--- src/rtl/fams_key_pkg.sv ---
// Shared types and board timing defaults for the push-button front end.
package fams_key_pkg;

    typedef enum logic [1:0] {
        REL        = 2'd0,
        PRESS_WAIT = 2'd1,
        PRS        = 2'd2,
        REL_WAIT   = 2'd3
    } key_state_e;

    localparam int CLK_HZ      = 50_000_000;
    localparam int DEBOUNCE_MS = 20;
    localparam int LONG_MS     = 1000;

    // Cycle counts derived from the board clock: 1_000_000 and 50_000_000.
    localparam int DEBOUNCE_CYC_DEF = CLK_HZ / 1000 * DEBOUNCE_MS;
    localparam int LONG_CYC_DEF     = CLK_HZ / 1000 * LONG_MS;

endpackage

--- src/rtl/key_debounce_ch.sv ---
// One key channel: 2-FF synchroniser, debounce FSM, long-press counter and registered strobes.
module key_debounce_ch
    import fams_key_pkg::*;
#(
    parameter int DEBOUNCE_CYC = DEBOUNCE_CYC_DEF,
    parameter int LONG_CYC     = LONG_CYC_DEF
) (
    input  logic clk_50m,
    input  logic rst_n,
    input  logic key_n_i,
    output logic level_o,
    output logic press_o,
    output logic release_o,
    output logic long_o
);

    localparam int DCNT_W = $clog2(DEBOUNCE_CYC);
    localparam int LCNT_W = $clog2(LONG_CYC + 1);
    localparam logic [DCNT_W-1:0] DCNT_MAX = DCNT_W'(DEBOUNCE_CYC - 1);
    localparam logic [LCNT_W-1:0] LCNT_MAX = LCNT_W'(LONG_CYC);
    localparam logic [LCNT_W-1:0] LCNT_PRE = LCNT_W'(LONG_CYC - 1);

    logic              sync1_q, sync2_q;
    key_state_e        state_q, state_d, prev_q;
    logic [DCNT_W-1:0] dcnt_q, dcnt_d;
    logic [LCNT_W-1:0] lcnt_q, lcnt_d;
    logic              lhit_q, lhit_d;
    logic              level_q, press_q, release_q, long_q;

    always_comb begin
        state_d = state_q;
        dcnt_d  = dcnt_q;
        unique case (state_q)
            REL: begin
                if (!sync2_q) begin
                    state_d = PRESS_WAIT;
                    dcnt_d  = DCNT_W'(1);
                end
            end
            PRESS_WAIT: begin
                if (sync2_q) begin
                    state_d = REL;
                    dcnt_d  = '0;
                end else if (dcnt_q == DCNT_MAX) begin
                    state_d = PRS;
                    dcnt_d  = '0;
                end else begin
                    dcnt_d = dcnt_q + DCNT_W'(1);
                end
            end
            PRS: begin
                if (sync2_q) begin
                    state_d = REL_WAIT;
                    dcnt_d  = DCNT_W'(1);
                end
            end
            REL_WAIT: begin
                if (!sync2_q) begin
                    state_d = PRS;
                    dcnt_d  = '0;
                end else if (dcnt_q == DCNT_MAX) begin
                    state_d = REL;
                    dcnt_d  = '0;
                end else begin
                    dcnt_d = dcnt_q + DCNT_W'(1);
                end
            end
            default: begin
                state_d = REL;
                dcnt_d  = '0;
            end
        endcase
    end

    // Counting stops on the cycle that commits a release so key_long never lands on key_release.
    always_comb begin
        lcnt_d = lcnt_q;
        lhit_d = 1'b0;
        if (state_q == PRESS_WAIT && state_d == PRS) begin
            lcnt_d = '0;
        end else if ((state_q == PRS || state_q == REL_WAIT) && state_d != REL
                     && lcnt_q != LCNT_MAX) begin
            lcnt_d = lcnt_q + LCNT_W'(1);
            lhit_d = (lcnt_q == LCNT_PRE);
        end
    end

    // NOTE: every flop here, synchroniser included, is cleared by the async reset; sync FFs load 1
    // (released) so a key held through reset is seen as a fresh press.
    always_ff @(posedge clk_50m or negedge rst_n) begin
        if (!rst_n) begin
            sync1_q   <= 1'b1;
            sync2_q   <= 1'b1;
            state_q   <= REL;
            prev_q    <= REL;
            dcnt_q    <= '0;
            lcnt_q    <= '0;
            lhit_q    <= 1'b0;
            level_q   <= 1'b0;
            press_q   <= 1'b0;
            release_q <= 1'b0;
            long_q    <= 1'b0;
        end else begin
            sync1_q   <= key_n_i;
            sync2_q   <= sync1_q;
            state_q   <= state_d;
            prev_q    <= state_q;
            dcnt_q    <= dcnt_d;
            lcnt_q    <= lcnt_d;
            lhit_q    <= lhit_d;
            level_q   <= (state_q == PRS) || (state_q == REL_WAIT);
            press_q   <= (state_q == PRS) && (prev_q == PRESS_WAIT);
            release_q <= (state_q == REL) && (prev_q == REL_WAIT);
            long_q    <= lhit_q;
        end
    end

    assign level_o   = level_q;
    assign press_o   = press_q;
    assign release_o = release_q;
    assign long_o    = long_q;

endmodule

--- src/rtl/key_debounce.sv ---
// Board push-button front end: NUM_KEYS independent debounce channels.
module key_debounce
    import fams_key_pkg::*;
#(
    parameter int NUM_KEYS     = 2,
    parameter int DEBOUNCE_CYC = DEBOUNCE_CYC_DEF,
    parameter int LONG_CYC     = LONG_CYC_DEF
) (
    input  logic                clk_50m,
    input  logic                rst_n,
    input  logic [NUM_KEYS-1:0] key_n_in,
    output logic [NUM_KEYS-1:0] key_level,
    output logic [NUM_KEYS-1:0] key_press,
    output logic [NUM_KEYS-1:0] key_release,
    output logic [NUM_KEYS-1:0] key_long
);

    if (NUM_KEYS < 1 || NUM_KEYS > 8) begin : g_bad_num_keys
        $error("key_debounce: NUM_KEYS must be 1..8");
    end
    if (DEBOUNCE_CYC < 2) begin : g_bad_debounce
        $error("key_debounce: DEBOUNCE_CYC must be >= 2");
    end
    if (LONG_CYC <= DEBOUNCE_CYC) begin : g_bad_long
        $error("key_debounce: LONG_CYC must exceed DEBOUNCE_CYC");
    end

    for (genvar g = 0; g < NUM_KEYS; g++) begin : g_ch
        key_debounce_ch #(
            .DEBOUNCE_CYC (DEBOUNCE_CYC),
            .LONG_CYC     (LONG_CYC)
        ) u_ch (
            .clk_50m   (clk_50m),
            .rst_n     (rst_n),
            .key_n_i   (key_n_in[g]),
            .level_o   (key_level[g]),
            .press_o   (key_press[g]),
            .release_o (key_release[g]),
            .long_o    (key_long[g])
        );
    end

endmodule
--- config.mk ---
export PLATFORM = sky130hd
export DESIGN_NAME = key_debounce
export DESIGN_NICKNAME = d
export VERILOG_FILES = /design/src/rtl/fams_key_pkg.sv /design/src/rtl/key_debounce_ch.sv /design/src/rtl/key_debounce.sv
export SDC_FILE = /design/constraint.sdc
export NUM_CORES = 1
export LEC_CHECK = 0
export BUFFER_PORTS_ARGS = -buffer_cell sky130_fd_sc_hd__buf_2
export CAP_MARGIN = 20
export CELL_PAD_IN_SITES_DETAIL_PLACEMENT = 0
export CELL_PAD_IN_SITES_GLOBAL_PLACEMENT = 1
export CORE_ASPECT_RATIO = 0.7
export CORE_MARGIN = 5
export CORE_UTILIZATION = 35
export DETAILED_ROUTE_END_ITERATION = 6
export PLACE_DENSITY = 0.57
export SYNTH_ARGS = -nofsm -noshare
export SYNTH_HDL_FRONTEND = slang
export SYNTH_SLANG_ARGS = --single-unit
--- constraint.sdc ---
create_clock -name clk_50m -period 5.25 [get_ports clk_50m]
set_input_delay 0.525 -clock clk_50m [delete_from_list [all_inputs] [get_ports clk_50m]]
set_output_delay 0.525 -clock clk_50m [all_outputs]
set_load 0.005 [all_outputs]
* After elaboration in Yosys (flattened, before gate mapping)
Cells that the tools add are included.
Storage, ports and cells: register bits 114, input bits 4, output and inout bits 8, logic and storage cells 102
Cells by class: add/sub/neg operators 4, equal/unequal tests 22, muxes and demuxes 34, reduce and logical (&&, ||, !) cells 20
Operators by type and width (number):
- two-way mux 20 bit | 10
- one-hot mux 20 bit (4 select lines) | 2
- two-way mux 26 bit | 4
- adder 26 x 1 -> 26 bit, second input constant | 2
- equality test 26 bit, second input constant | 2
- != test 26 bit, second input constant | 2
- adder 20 x 1 -> 20 bit, second input constant | 2
- equality test 20 bit, second input constant | 2
- two-way mux 2 bit | 12
- equality test 2 bit, second input constant | 8
- one-hot mux 2 bit (4 select lines) | 2
- logical AND 1 bit | 10
- equality test 2 x 1 -> 1 bit, second input constant | 4
- nonzero test 2 bit | 4
- logical NOT 2 bit | 2
- two-way mux 1 bit | 4
- != test 2 x 1 -> 1 bit, second input constant | 2
- != test 2 bit, second input constant | 2
- AND reduction 2 bit | 2
- logical OR 1 bit | 2

* Longest topological paths before layout
Gate-level depths: netlist of run 1.
depth after elaboration 9, gate-level depth with buffers 9, depth with buffers taken out 7

* By module
A second synthesis of run 1 with hierarchy kept.
Second synthesis, totals: cell total of the unflattened synthesis 658, area, all modules 6048.3 µm²
By module, submodules not included:
- key_debounce_ch | instances 2, cells each 329, area each 3024.2 µm²

* Worst setup path before layout of run 1
Ideal clock, no wire load.
kind register to register, from register g_ch[0].u_ch.dcnt_q[12], to register g_ch[0].u_ch.lcnt_q[11], setup time 0.140 ns, data arrival time 2.125 ns, setup slack 2.986 ns, cell stages (with the launch flop) 8, buffers on the path 2, period minus slack after synthesis 2.264 ns, cells stage by stage dfrtp_1 or4b_4 nor4_4 a21oi_2 buf_6 buf_2 o311ai_0 o41ai_1
On the way: cells in the longest elaborated chain, start to end 8
Ends and longest elaborated chain:
- start, declared | line key_debounce_ch.sv:25 | logic [DCNT_W-1:0] dcnt_q, dcnt_d;
- start signal, assigned | line key_debounce_ch.sv:108 | dcnt_q <= dcnt_d;
- equality test 20 bit (*) | line key_debounce_ch.sv:44, key_debounce_ch.sv:61
- two-way mux 2 bit, on equally long branches | line key_debounce_ch.sv:61, key_debounce_ch.sv:44
- two-way mux 2 bit, on equally long branches | line key_debounce_ch.sv:58, key_debounce_ch.sv:41
- one-hot mux 2 bit (4 select lines) (*) | line key_debounce_ch.sv:33 | unique case (state_q)
- nonzero test 2 bit | line key_debounce_ch.sv:81 | end else if ((state_q == PRS || state_q == REL_WAIT) && state_d != REL
- logical AND 1 bit | line key_debounce_ch.sv:81
- logical AND 1 bit | line key_debounce_ch.sv:82 | && lcnt_q != LCNT_MAX) begin
- nonzero test 2 bit (no source line)
- end signal, assigned | line key_debounce_ch.sv:109 | lcnt_q <= lcnt_d;
- end, declared | line key_debounce_ch.sv:26 | logic [LCNT_W-1:0] lcnt_q, lcnt_d;
Every way passes the cells marked *; elsewhere a longest branch is shown, timed or not. A chain may end at the register's enable or synchronous reset.

* Final worst setup path of run 1
from register g_ch[0].u_ch.dcnt_q[13], to register g_ch[0].u_ch.lcnt_q[13]
Same word-level chain as after synthesis.

==> results of run 1 <==
[sequential cells by signal (all words and copies together), names as in the netlist]
name	count
g_ch.u_ch.release_o	2
g_ch.u_ch.state_q	4
g_ch.u_ch.prev_q	4
g_ch.u_ch.long_o	2
g_ch.u_ch.level_o	2
g_ch.u_ch.press_o	2
g_ch.u_ch.lhit_q	2
g_ch.u_ch.lcnt_q	52
g_ch.u_ch.sync1_q	2
g_ch.u_ch.sync2_q	2
g_ch.u_ch.dcnt_q	40
[through the flow]
step	utilization	setup slack [ns]	instance area, um^2	instances
after global placement	0.3672	2.572	6631	911
after CTS	0.4009	2.497	7239	944
after global routing	0.4009	2.274	7239	944
after floorplan	-	2.986	6432	702
after detailed placement	0.3679	2.498	6643	912
final	0.4009	2.507	7239	944
[where the power goes]
| group | total, W | internal (W) | switching [W] |
|---|---|---|---|
| Sequential | 0.000897 | 0.000888 | 0.00000887 |
| Combinational | 0.0000601 | 0.0000183 | 0.0000418 |
| Clock | 0.00118 | 0.000774 | 0.000403 |
| Total | 0.00213 | 0.00168 | 0.000453 |
[worst paths after layout]
check	startpoint	endpoint	slack, ns
worst max-delay path	g_ch[0].u_ch.dcnt_q[13]	g_ch[0].u_ch.lcnt_q[13]	2.51
worst min-delay path	key_n_in[0]	g_ch[0].u_ch.sync1_q	0.21
worst max register to register	g_ch[0].u_ch.dcnt_q[13]	g_ch[0].u_ch.lcnt_q[13]	2.51
worst min register to register	g_ch[1].u_ch.lhit_q	g_ch[1].u_ch.long_o	0.35
max in group asynchronous	rst_n	g_ch[1].u_ch.lcnt_q[18]	3.84
min in group asynchronous	rst_n	g_ch[0].u_ch.dcnt_q[15]	0.22
[metal layers]
metal	vias to the layer above	track usage	part of all wire
met4	0	0.04958	0.011
met5	-	0	0
met1	2732	0.2564	0.53
met3	14	0.03420	0.041
met2	115	0.2280	0.42
li1	2675	-	-
[logic make-up after synthesis]
family	after synthesis
compound gates	172
buf+inv	74
simple gates	312
fa+ha+maj	6
xor+xnor	6
mux	18
flops	114
[cell usage in the layout, fill, tap and decap left out, types with 9 or more instances in the layout]
cell	Yosys	routed
a21oi_1	55	55
and4_1	12	12
buf_4	8	9
clkbuf_16	0	17
or4_1	35	35
dfrtp_1	110	110
inv_1	28	28
o21ai_0	31	31
buf_2	5	10
and3_1	13	13
nand2_1	61	61
a22o_1	12	12
o31ai_1	32	31
mux2i_1	16	16
nor3_1	15	14
a21o_1	11	11
nand3_1	39	39
nor4_1	17	17
nor2_1	30	30
or3_1	12	12
nand4_1	37	37
[layout make-up]
class,count,share of cell area
timing repair buffer,20,0.01780
inverter,28,0.01452
clock inverter,4,0.009679
multi-input combinational,514,0.4497
tap,236,0.04079
sequential,114,0.3947
clock buffer,28,0.07276
==> summary.md, run 1 <==
| Metric | Value |
|---|---|
| Status | `complete, but fails checks` |
| Failing checks | `DRC` |
| Adder-cell share of the synthesized area | `0.01167` |
| Critical path depth | `5` |
| Footprint of the multi-input gates | `between 0.003 and 0.004 mm^2` |
| CTS tree | `yes` |
| GRT Residual Overflow | `0` |
| Synth Cell Area | `about 0.0064 mm^2` |
| Initial core utilization | `0.3562` |
| Initial antenna violation count | `0` |
| Post-CTS Setup Bufs | `0` |
| Compound-cell area share of the yosys netlist | `0.1733` |
| Critical path arrival | `between 3 and 4 ns` |
| Register clock-pin slew on the reported worst setup and hold paths | `around 0.06 ns` |
| H-tree Lvls | `4` |
| Share of cells above drive strength 1 | `0.09605` |
| Clock buffer count from CTS | `17` |
| Fill count | `between 1500 and 2000` |
| Hold Slack | `approximately 0.21 ns` |
| Asr flop ratio synth | `1.000` |
| Tmin final | `about 2.7 ns` |
| Number of remaining DRC errors | `2` |
| Post-DP HPWL | `~11000 um` |
| Gp weighted congestion | `just over 0.8` |
| Register area share after synthesis | `0.4443` |
| Max VDD drop | `~180 uV` |
| GRT Util Overall | `0.1651` |
| # IOs | `12` |
| Die height | `123.4 um` |
| P per Cell Area | `approximately 290 mW/mm^2` |
| Gate Count Post-Synth | `about 700` |
| Yosys warns | `0` |
| DIE WIDTH | `between 150 and 200 um` |
| Worst Skew | `0.007117 ns` |
| Worst-path maximum fanout | `8` |
| Final period util | `0.5224` |
| Vias post-DR | `5536` |
| Setup TNS | `0 ns` |
| Clock sink total | `between 100 and 150` |
| CP delay by family, top | `simple AND/OR/NAND/NOR gates` |
| Worst setup SP type | `flip-flop` |
| Top FF cell, synth | `dfrtp_1` |
| CP max stage delay | `about 0.7 ns` |
| Worst Path Buf+Inv | `0` |
| Slew Limit Fails | `0` |
| Top post-synthesis cells by count | `dfrtp_1 (110), nand2_1 (61), a21oi_1 (55)` |
| Slew headroom | `0.3134` |
| Hold path depth | `1` |
| ANT cells | `0` |
| Maximum root-to-sink buffer count | `2` |
| Leakage | `about 2.8 nW` |
| CTS root buf | `clkbuf_16` |
| Post-CTS sizing | `0` |
| First-pass GRT wire length | `27830 um` |
| Critical path capture point type | `flip-flop` |
| Post-synthesis net count | `712` |
| Count leader, synth | `dfrtp_1` |
| Yosys reg bits | `around 110` |
| Drt via density | `5.864` |
| Synth Area in Simple Gates | `0.2830` |
| Initial DRT Pass Iterations | `7` |
| Count of input and output buffers | `11` |
| Library cells used by synthesis | `58` |
| Largest family of logic cells by synthesized area | `simple AND/OR/NAND/NOR gates` |
| Final Setup Violations | `0` |
| Mapped Avg Cell Area | `about 9 um^2` |
| Core area | `0.01806 mm^2` |
| Final ANT Viol Nets | `0` |
| Initial DRC count | `616` |
| CP cell instances | `or4b_2 -> nor4_1 -> nand3_1 -> a211o_1 -> a21o_1` |
| Final nets | `705` |
| Vias in the first global route | `about 5200` |
| Mux share of post-synthesis cell area | `0.02840` |
| Hold Crit Class | `input pin to flip-flop` |
| WL final | `16600 um` |
| F_max | `approximately 0.36 GHz` |
| Routed WL per cell | `around 18 um` |
| Area leader, netlist | `dfrtp_1` |
| Worst Max-Slew Pin Slew | `between 1 and 1.5 ns` |
| Area Overhead vs Synth | `12.55%` |
| Power, Total | `roughly 0.0021 W` |
| Max_cap viols | `0` |
| Setup CP Type | `flip-flop to flip-flop` |
| Worst-skew pair later-pin latency | `about 0.4 ns` |
| Area contributors post-synth | `dfrtp_1 (43%), a21oi_1 (4.3%), or4_1 (4.1%)` |
| Slowest-stage cell, CP | `or4b_2` |
| Synth top area share | `0.4279` |
| Sequential cell area | `between 0.002 and 0.003 mm^2` |
| Reg2Reg Depth | `5` |
| CP Data Required Time | `around 5.6 ns` |
| DIE AREA | `approximately 0.021 mm^2` |
| Largest net degree at the start of global routing | `67` |
| Fin. Hold Viols | `0` |
| Xor and xnor area share after synthesis | `0.008170` |
| RSZ-0062 raised after global routing | `no` |
| Post-synth EDFFs | `0` |
| FP Rows | `between 40 and 50` |
| Hold_buf cts | `0` |
(Power assumes the default switching activity.)
==> run 2: changes to the inputs <==
- PLACE_DENSITY: 0.57 -> 0.59
- clock period: 5.25 -> 2.4 ns (I/O delays scaled with it)
==> summary.md, run 2 (synthesis gave the netlist of run 1 again) <==
| Metric | Value |
|---|---|
| Status | `complete, no violations (was complete, but fails checks)` |
| Count of input and output buffers | `11 (unchanged)` |
| Core area | `0.01806 mm^2 (unchanged)` |
| Initial core utilization | `0.3562 (unchanged)` |
| Post-DP HPWL | `11600 um (was 10960 um)` |
| Final period util | `0.9762 (was 0.5224)` |
| Final ANT Viol Nets | `0 (unchanged)` |
| Vias in the first global route | `5538 (was 5185)` |
| Worst Min Path Start | `g_ch[1].u_ch.lhit_q (was key_n_in[0])` |
| RSZ-0062 raised after global routing | `yes (was no)` |
| Hold Slack | `0.3472 ns (was 0.2109 ns)` |
| Drt via density | `5.721 (was 5.864)` |
| First-pass GRT wire length | `28690 um (was 27830 um)` |
| F_max | `0.4268 GHz (was 0.3646 GHz)` |
| Setup CP Type | `flip-flop to flip-flop (unchanged)` |
| Initial antenna violation count | `0 (unchanged)` |
| Initial DRC count | `498 (was 616)` |
| Routed WL per cell | `17.20 um (was 17.59 um)` |
| Initial DRT Pass Iterations | `5 (was 7)` |
| Power share of the combinational group | `0.035 (was 0.028)` |
| Most common cell after layout, fill and taps aside | `dfrtp_1 (unchanged)` |
| GRT Residual Overflow | `0 (unchanged)` |
| Biggest register | `g_ch.u_ch.lcnt_q (unchanged)` |
| Clock buffer count from CTS | `17 (unchanged)` |
| DIE WIDTH | `172.0 um (unchanged)` |
| ANT cells | `0 (unchanged)` |
| Largest net degree at the start of global routing | `47 (was 67)` |
| Leakage | `3.061 nW (was 2.802 nW)` |
| Number of remaining DRC errors | `0 (was 2)` |
| Worst-path maximum fanout | `41 (was 8)` |
| H-tree Lvls | `4 (unchanged)` |
| DIE AREA | `0.02123 mm^2 (unchanged)` |
| Slew headroom | `0.6081 (was 0.3134)` |
| Area Overhead vs Synth | `19.88% (was 12.55%)` |
| Worst setup SP type | `flip-flop (unchanged)` |
| Critical path capture point type | `flip-flop (unchanged)` |
| FP Rows | `41 (unchanged)` |
| Sequential share of power | `0.432 (was 0.420)` |
| Sw Ratio | `0.2211 (was 0.2125)` |
| Fin. Hold Viols | `0 (unchanged)` |
| Most frequent cells in the layout | `dfrtp_1 (110), nand2_1 (61), a21oi_1 (49), buf_4 (45), nand3_1 (39) (was dfrtp_1 (110), nand2_1 (61), a21oi_1 (55), nand3_1 (39), nand4_1 (37))` |
| Hold Crit Class | `flip-flop to flip-flop (was input pin to flip-flop)` |
| Critical path arrival | `2.68 ns (was 3.05 ns)` |
| Setup TNS | `0 ns (unchanged)` |
| Worst Setup SP | `g_ch[0].u_ch.dcnt_q[13] (unchanged)` |
| Clock power frac | `0.533 (was 0.552)` |
| CTS root buf | `clkbuf_16 (unchanged)` |
| Fin util | `0.4270 (was 0.4009)` |
| Slew Limit Fails | `0 (unchanged)` |
| CTS tree | `yes (unchanged)` |
| Maximum root-to-sink buffer count | `2 (unchanged)` |
| Final nets | `750 (was 705)` |
| Vias post-DR | `5658 (was 5536)` |
| Max_cap viols | `0 (unchanged)` |
| Register clock-pin slew on the reported worst setup and hold paths | `0.05 ns (was 0.06 ns)` |
| Crit Reg-Reg Startpoint | `g_ch[0].u_ch.dcnt_q[13] (unchanged)` |
| Internal | `0.003533 W (was 0.001680 W)` |
| Gp weighted congestion | `0.8643 (was 0.8109)` |
| Number of flip-flops in the largest register | `52 (unchanged)` |
| Worst Skew | `0.009140 ns (was 0.007117 ns)` |
| GRT Util Overall | `0.1691 (was 0.1651)` |
| Worst Max-Slew Pin Slew | `0.5879 ns (was 1.030 ns)` |
| Worst setup margin | `0.05708 ns (was 2.507 ns)` |
| # IOs | `12 (unchanged)` |
| P per Cell Area | `588.2 mW/mm^2 (was 294.7 mW/mm^2)` |
| Max VDD drop | `414.4 uV (was 181.6 uV)` |
| Biggest regs | `g_ch.u_ch.lcnt_q (52), g_ch.u_ch.dcnt_q (40) (unchanged)` |
| Switching power of the nets | `0.001003 W (was 0.0004534 W)` |
| Tmin final | `2.343 ns (was 2.743 ns)` |
| CP Data Required Time | `2.74 ns (was 5.56 ns)` |
| WL final | `17010 um (was 16600 um)` |
| Power, Total | `0.004536 W (was 0.002133 W)` |
| Share of cells above drive strength 1 | `0.1673 (was 0.09605)` |
| Die height | `123.4 um (unchanged)` |
| Clock sink total | `114 (unchanged)` |
| Final Setup Violations | `0 (unchanged)` |
| Worst-skew pair later-pin latency | `0.42 ns (was 0.41 ns)` |
| Dpl ws | `0.01169 ns (was 2.498 ns)` |
## run 2: cell count changes in the layout (fill, tap and decap cells not counted), sizes merged
cell	change
clkinv	+2
bufinv	-2
buf	+42
dlygate4sd3	+3
## run 2: layer usage
| layer | vias up | track usage | routed length [um] |
|---|---|---|---|
| met1 | 2794 | 0.2531 | 8971 |
| met5 | - | 0 | 0 |
| li1 | 2759 | - | - |
| met2 | 91 | 0.2412 | 7240 |
| met4 | 0 | 0.05204 | 171 |
| met3 | 14 | 0.03931 | 626 |
## run 2: final cells by class
| cell class | count | area (um^2) |
|---|---|---|
| Clock buffer | 28 | 546.8 |
| Clock inverter | 4 | 20.02 |
| Fill cell | 1818 | 10350 |
| Inverter | 28 | 105.1 |
| Multi-Input combinational cell | 514 | 3328 |
| Sequential cell | 114 | 2858 |
| Tap cell | 236 | 295.3 |
| Timing Repair Buffer | 65 | 558.0 |
## run 2: worst paths after layout
check | end | slack, ns | cells past startpoint
setup / recovery | g_ch[0].u_ch.lcnt_q[24] | 0.06 | 6
hold / removal | g_ch[1].u_ch.long_o | 0.35 | 0
setup reg to reg | g_ch[0].u_ch.lcnt_q[24] | 0.06 | 6
hold reg to reg | g_ch[1].u_ch.long_o | 0.35 | 0
max in group asynchronous | g_ch[0].u_ch.sync2_q | 1.31 | 3
min in group asynchronous | g_ch[0].u_ch.dcnt_q[14] | 0.36 | 2
## run 2: power groups by stage
stage                     Clock, W  Combinational [W]  Sequential, W
after floorplan                  0          0.0000706        0.00199
after global placement           0           0.000154        0.00199
after detailed placement         0           0.000157        0.00199
after CTS                  0.00248           0.000162        0.00196
after global routing       0.00256           0.000180        0.00196
final                      0.00242           0.000157        0.00196
## run 2: critical path, stage by stage, from the launching register on
cell and delay, ns:
dfrtp_1 0.42, or4bb_1 0.61, nor4_4 0.23, a21oi_2 0.12
buf_12 0.18, or4_1 0.52, a21oi_1 0.16
## run 2: repair_timing
item | in CTS | in global routing
setup buffers | 0 | 0
hold buffers | 3 | 0
gates resized for setup | 1 | 15
endpoints found under the hold margin | 37 | 0
endpoints found under the setup margin | 1 | 21
pin swaps | 0 | 0
## run 2: stage by stage
step           cells  area (um^2)
2_1_floorplan    702         6432
4_1_cts          989         7645
5_1_grt          989         7711
3_3_place_gp     954         7042
3_5_place_dp     954         7042
6_report         989         7711
==> run 3: changes to the inputs <==
- CORE_ASPECT_RATIO: 0.7 -> default
- PLACE_DENSITY: 0.59 -> 0.57
- clock period: 2.4 -> 2.3 ns (I/O delays scaled with it)
==> summary.md, run 3 (synthesis gave the netlist of run 1 again) <==
| Metric | Value |
|---|---|
| Status | `complete, but fails checks (was complete, no violations)` |
| Failing checks | `setup timing` |
| Post-DP HPWL | `11780 um (was 11600 um)` |
| Final period util | `1.004 (was 0.9762)` |
| Fin. Hold Viols | `0 (unchanged)` |
| Vias in the first global route | `5656 (was 5538)` |
| DIE AREA | `0.02119 mm^2 (was 0.02123 mm^2)` |
| FF-to-FF End | `g_ch[0].u_ch.lcnt_q[24] (unchanged)` |
| Clock sink total | `114 (unchanged)` |
| Placed Area | `0.007143 mm^2 (was 0.007042 mm^2)` |
| Count of input and output buffers | `11 (unchanged)` |
| Register clock-pin slew on the reported worst setup and hold paths | `0.06 ns (was 0.05 ns)` |
| Gp weighted congestion | `0.8046 (was 0.8643)` |
| R2R Setup Slk | `-0.009 ns (was 0.06 ns)` |
| Max VDD drop | `554.8 uV (was 414.4 uV)` |
| Crit Reg-Reg Startpoint | `g_ch[0].u_ch.dcnt_q[11] (was g_ch[0].u_ch.dcnt_q[13])` |
| Worst setup SP type | `flip-flop (unchanged)` |
| Most common cell after layout, fill and taps aside | `dfrtp_1 (unchanged)` |
| ANT cells | `0 (unchanged)` |
| DIE WIDTH | `145.6 um (was 172.0 um)` |
| Maximum root-to-sink buffer count | `2 (unchanged)` |
| Worst-skew pair later-pin latency | `0.42 ns (about the same)` |
| Final ANT Viol Nets | `0 (unchanged)` |
| Initial core utilization | `0.3569 (was 0.3562)` |
| Hold Slack | `0.3252 ns (was 0.3472 ns)` |
| Core area | `0.01802 mm^2 (was 0.01806 mm^2)` |
| CP Data Required Time | `2.64 ns (was 2.74 ns)` |
| # IOs | `12 (unchanged)` |
| Reg2Reg Depth | `6 (unchanged)` |
| Initial DRC count | `456 (was 498)` |
| Critical path arrival | `2.65 ns (was 2.68 ns)` |
| GRT Util Overall | `0.1655 (was 0.1691)` |
| Slew Limit Fails | `0 (unchanged)` |
| Final Setup Violations | `2 (was 0)` |
| CTS tree | `yes (unchanged)` |
| Die height | `145.6 um (was 123.4 um)` |
| WL final | `17580 um (was 17010 um)` |
| F_max | `0.4331 GHz (was 0.4268 GHz)` |
| P per Cell Area | `598.7 mW/mm^2 (was 588.2 mW/mm^2)` |
| CTS root buf | `clkbuf_16 (unchanged)` |
| Dpl ws | `-0.01159 ns (was 0.01169 ns)` |
| Initial antenna violation count | `0 (unchanged)` |
| Most frequent cells in the layout | `dfrtp_1 (110), nand2_1 (61), buf_4 (60), a21oi_1 (46), nand3_1 (39) (was dfrtp_1 (110), nand2_1 (61), a21oi_1 (49), buf_4 (45), nand3_1 (39))` |
| Biggest register | `g_ch.u_ch.lcnt_q (unchanged)` |
| Largest net degree at the start of global routing | `44 (was 47)` |
| GRT Residual Overflow | `0 (unchanged)` |
| Worst setup margin | `-0.008754 ns (was 0.05708 ns)` |
| FP Rows | `49 (was 41)` |
| Worst Skew | `0.009944 ns (was 0.009140 ns)` |
| Vias post-DR | `5779 (was 5658)` |
| Clock buffer count from CTS | `17 (unchanged)` |
| Worst Setup SP | `g_ch[0].u_ch.dcnt_q[11] (was g_ch[0].u_ch.dcnt_q[13])` |
| Number of remaining DRC errors | `0 (unchanged)` |
| Drt via density | `5.767 (was 5.721)` |
| Tmin final | `2.309 ns (was 2.343 ns)` |
| Leakage | `3.185 nW (was 3.061 nW)` |
| Area Overhead vs Synth | `23.85% (was 19.88%)` |
| RSZ-0062 raised after global routing | `yes (unchanged)` |
| Slew headroom | `0.6305 (was 0.6081)` |
| Max_cap viols | `0 (unchanged)` |
| Final nets | `771 (was 750)` |
| Number of flip-flops in the largest register | `52 (unchanged)` |
| H-tree Lvls | `4 (unchanged)` |
| Biggest regs | `g_ch.u_ch.lcnt_q (52), g_ch.u_ch.dcnt_q (40) (unchanged)` |
| Final instance area | `0.007966 mm^2 (was 0.007711 mm^2)` |
| First-pass GRT wire length | `29410 um (was 28690 um)` |
| Setup CP Type | `flip-flop to flip-flop (unchanged)` |
| Routed WL per cell | `17.54 um (was 17.20 um)` |
| Hold Crit Class | `input pin to async pin (was flip-flop to flip-flop)` |
| Worst-path maximum fanout | `21 (was 41)` |
| Critical path capture point type | `flip-flop (unchanged)` |
| Worst Max-Slew Pin Slew | `0.5500 ns (was 0.5879 ns)` |
| Share of cells above drive strength 1 | `0.2005 (was 0.1673)` |
| Initial DRT Pass Iterations | `5 (unchanged)` |
==> run 3: report_power, final <==
| part | switching [W] | internal [W] |
|---|---|---|
| sequential | 0.0000182 | 0.00203 |
| combinational | 0.000105 | 0.0000626 |
| clock | 0.000950 | 0.00161 |
| total | 0.00107 | 0.00370 |
==> run 3: worst max-delay path by stage <==
stage                                   end  slack, ns  cells after the start
finish              g_ch[0].u_ch.lcnt_q[24]     -0.009                      6
global route        g_ch[0].u_ch.lcnt_q[24]      -0.09                      6
CTS                 g_ch[0].u_ch.lcnt_q[25]      -0.02                      6
detailed placement  g_ch[0].u_ch.lcnt_q[25]      -0.01                      6
global placement     g_ch[0].u_ch.lcnt_q[3]       0.04                      6
floorplan           g_ch[0].u_ch.lcnt_q[11]       0.04                      7
==> run 3: routing by layer <==
metal | part of all wire | vias to the layer above | GRT usage
met5 | 0 | - | 0
met4 | 0.0080 | 0 | 0.03871
met3 | 0.030 | 12 | 0.03737
met2 | 0.46 | 96 | 0.2491
met1 | 0.50 | 2873 | 0.2427
li1 | - | 2798 | -
==> run 3: repair_timing <==
item | CTS | global route
endpoints found under the hold margin | 36 | 0
resized for setup | 0 | 28
setup endpoints to repair | 2 | 35
setup buffers | 1 | 2
hold buffers | 3 | 0
gates cloned | 0 | 4
pin swaps | 0 | 7
==> run 3: cell type report <==
type	count	area [um^2]
Clock buffer	21	450.4
Sequential cell	114	2858
Tap cell	229	286.5
Fill cell	1768	10060
Inverter	28	105.1
Clock inverter	10	111.4
Multi-Input combinational cell	514	3367
Timing Repair Buffer	86	788.3
==> run 3: critical path, cell delays in order (launching register included) <==
cell     delay (ns)
dfrtp_1        0.39
or4bb_4        0.56
nor4_4         0.34
a21oi_4        0.10
buf_12         0.17
or4_4          0.52
a21oi_2        0.14
==> run 3: metrics by stage <==
stage	TNS, ns	power (W)	std cells	utilization
floorplan	0	0.002147	702	-
detailed placement	-0.01616	0.002245	960	0.3963
finish	-0.01639	0.004770	1002	0.4420
global route	-1.318	0.004954	1002	0.4420
CTS	-0.02487	0.004841	995	0.4295
global placement	0	0.002241	960	0.3963
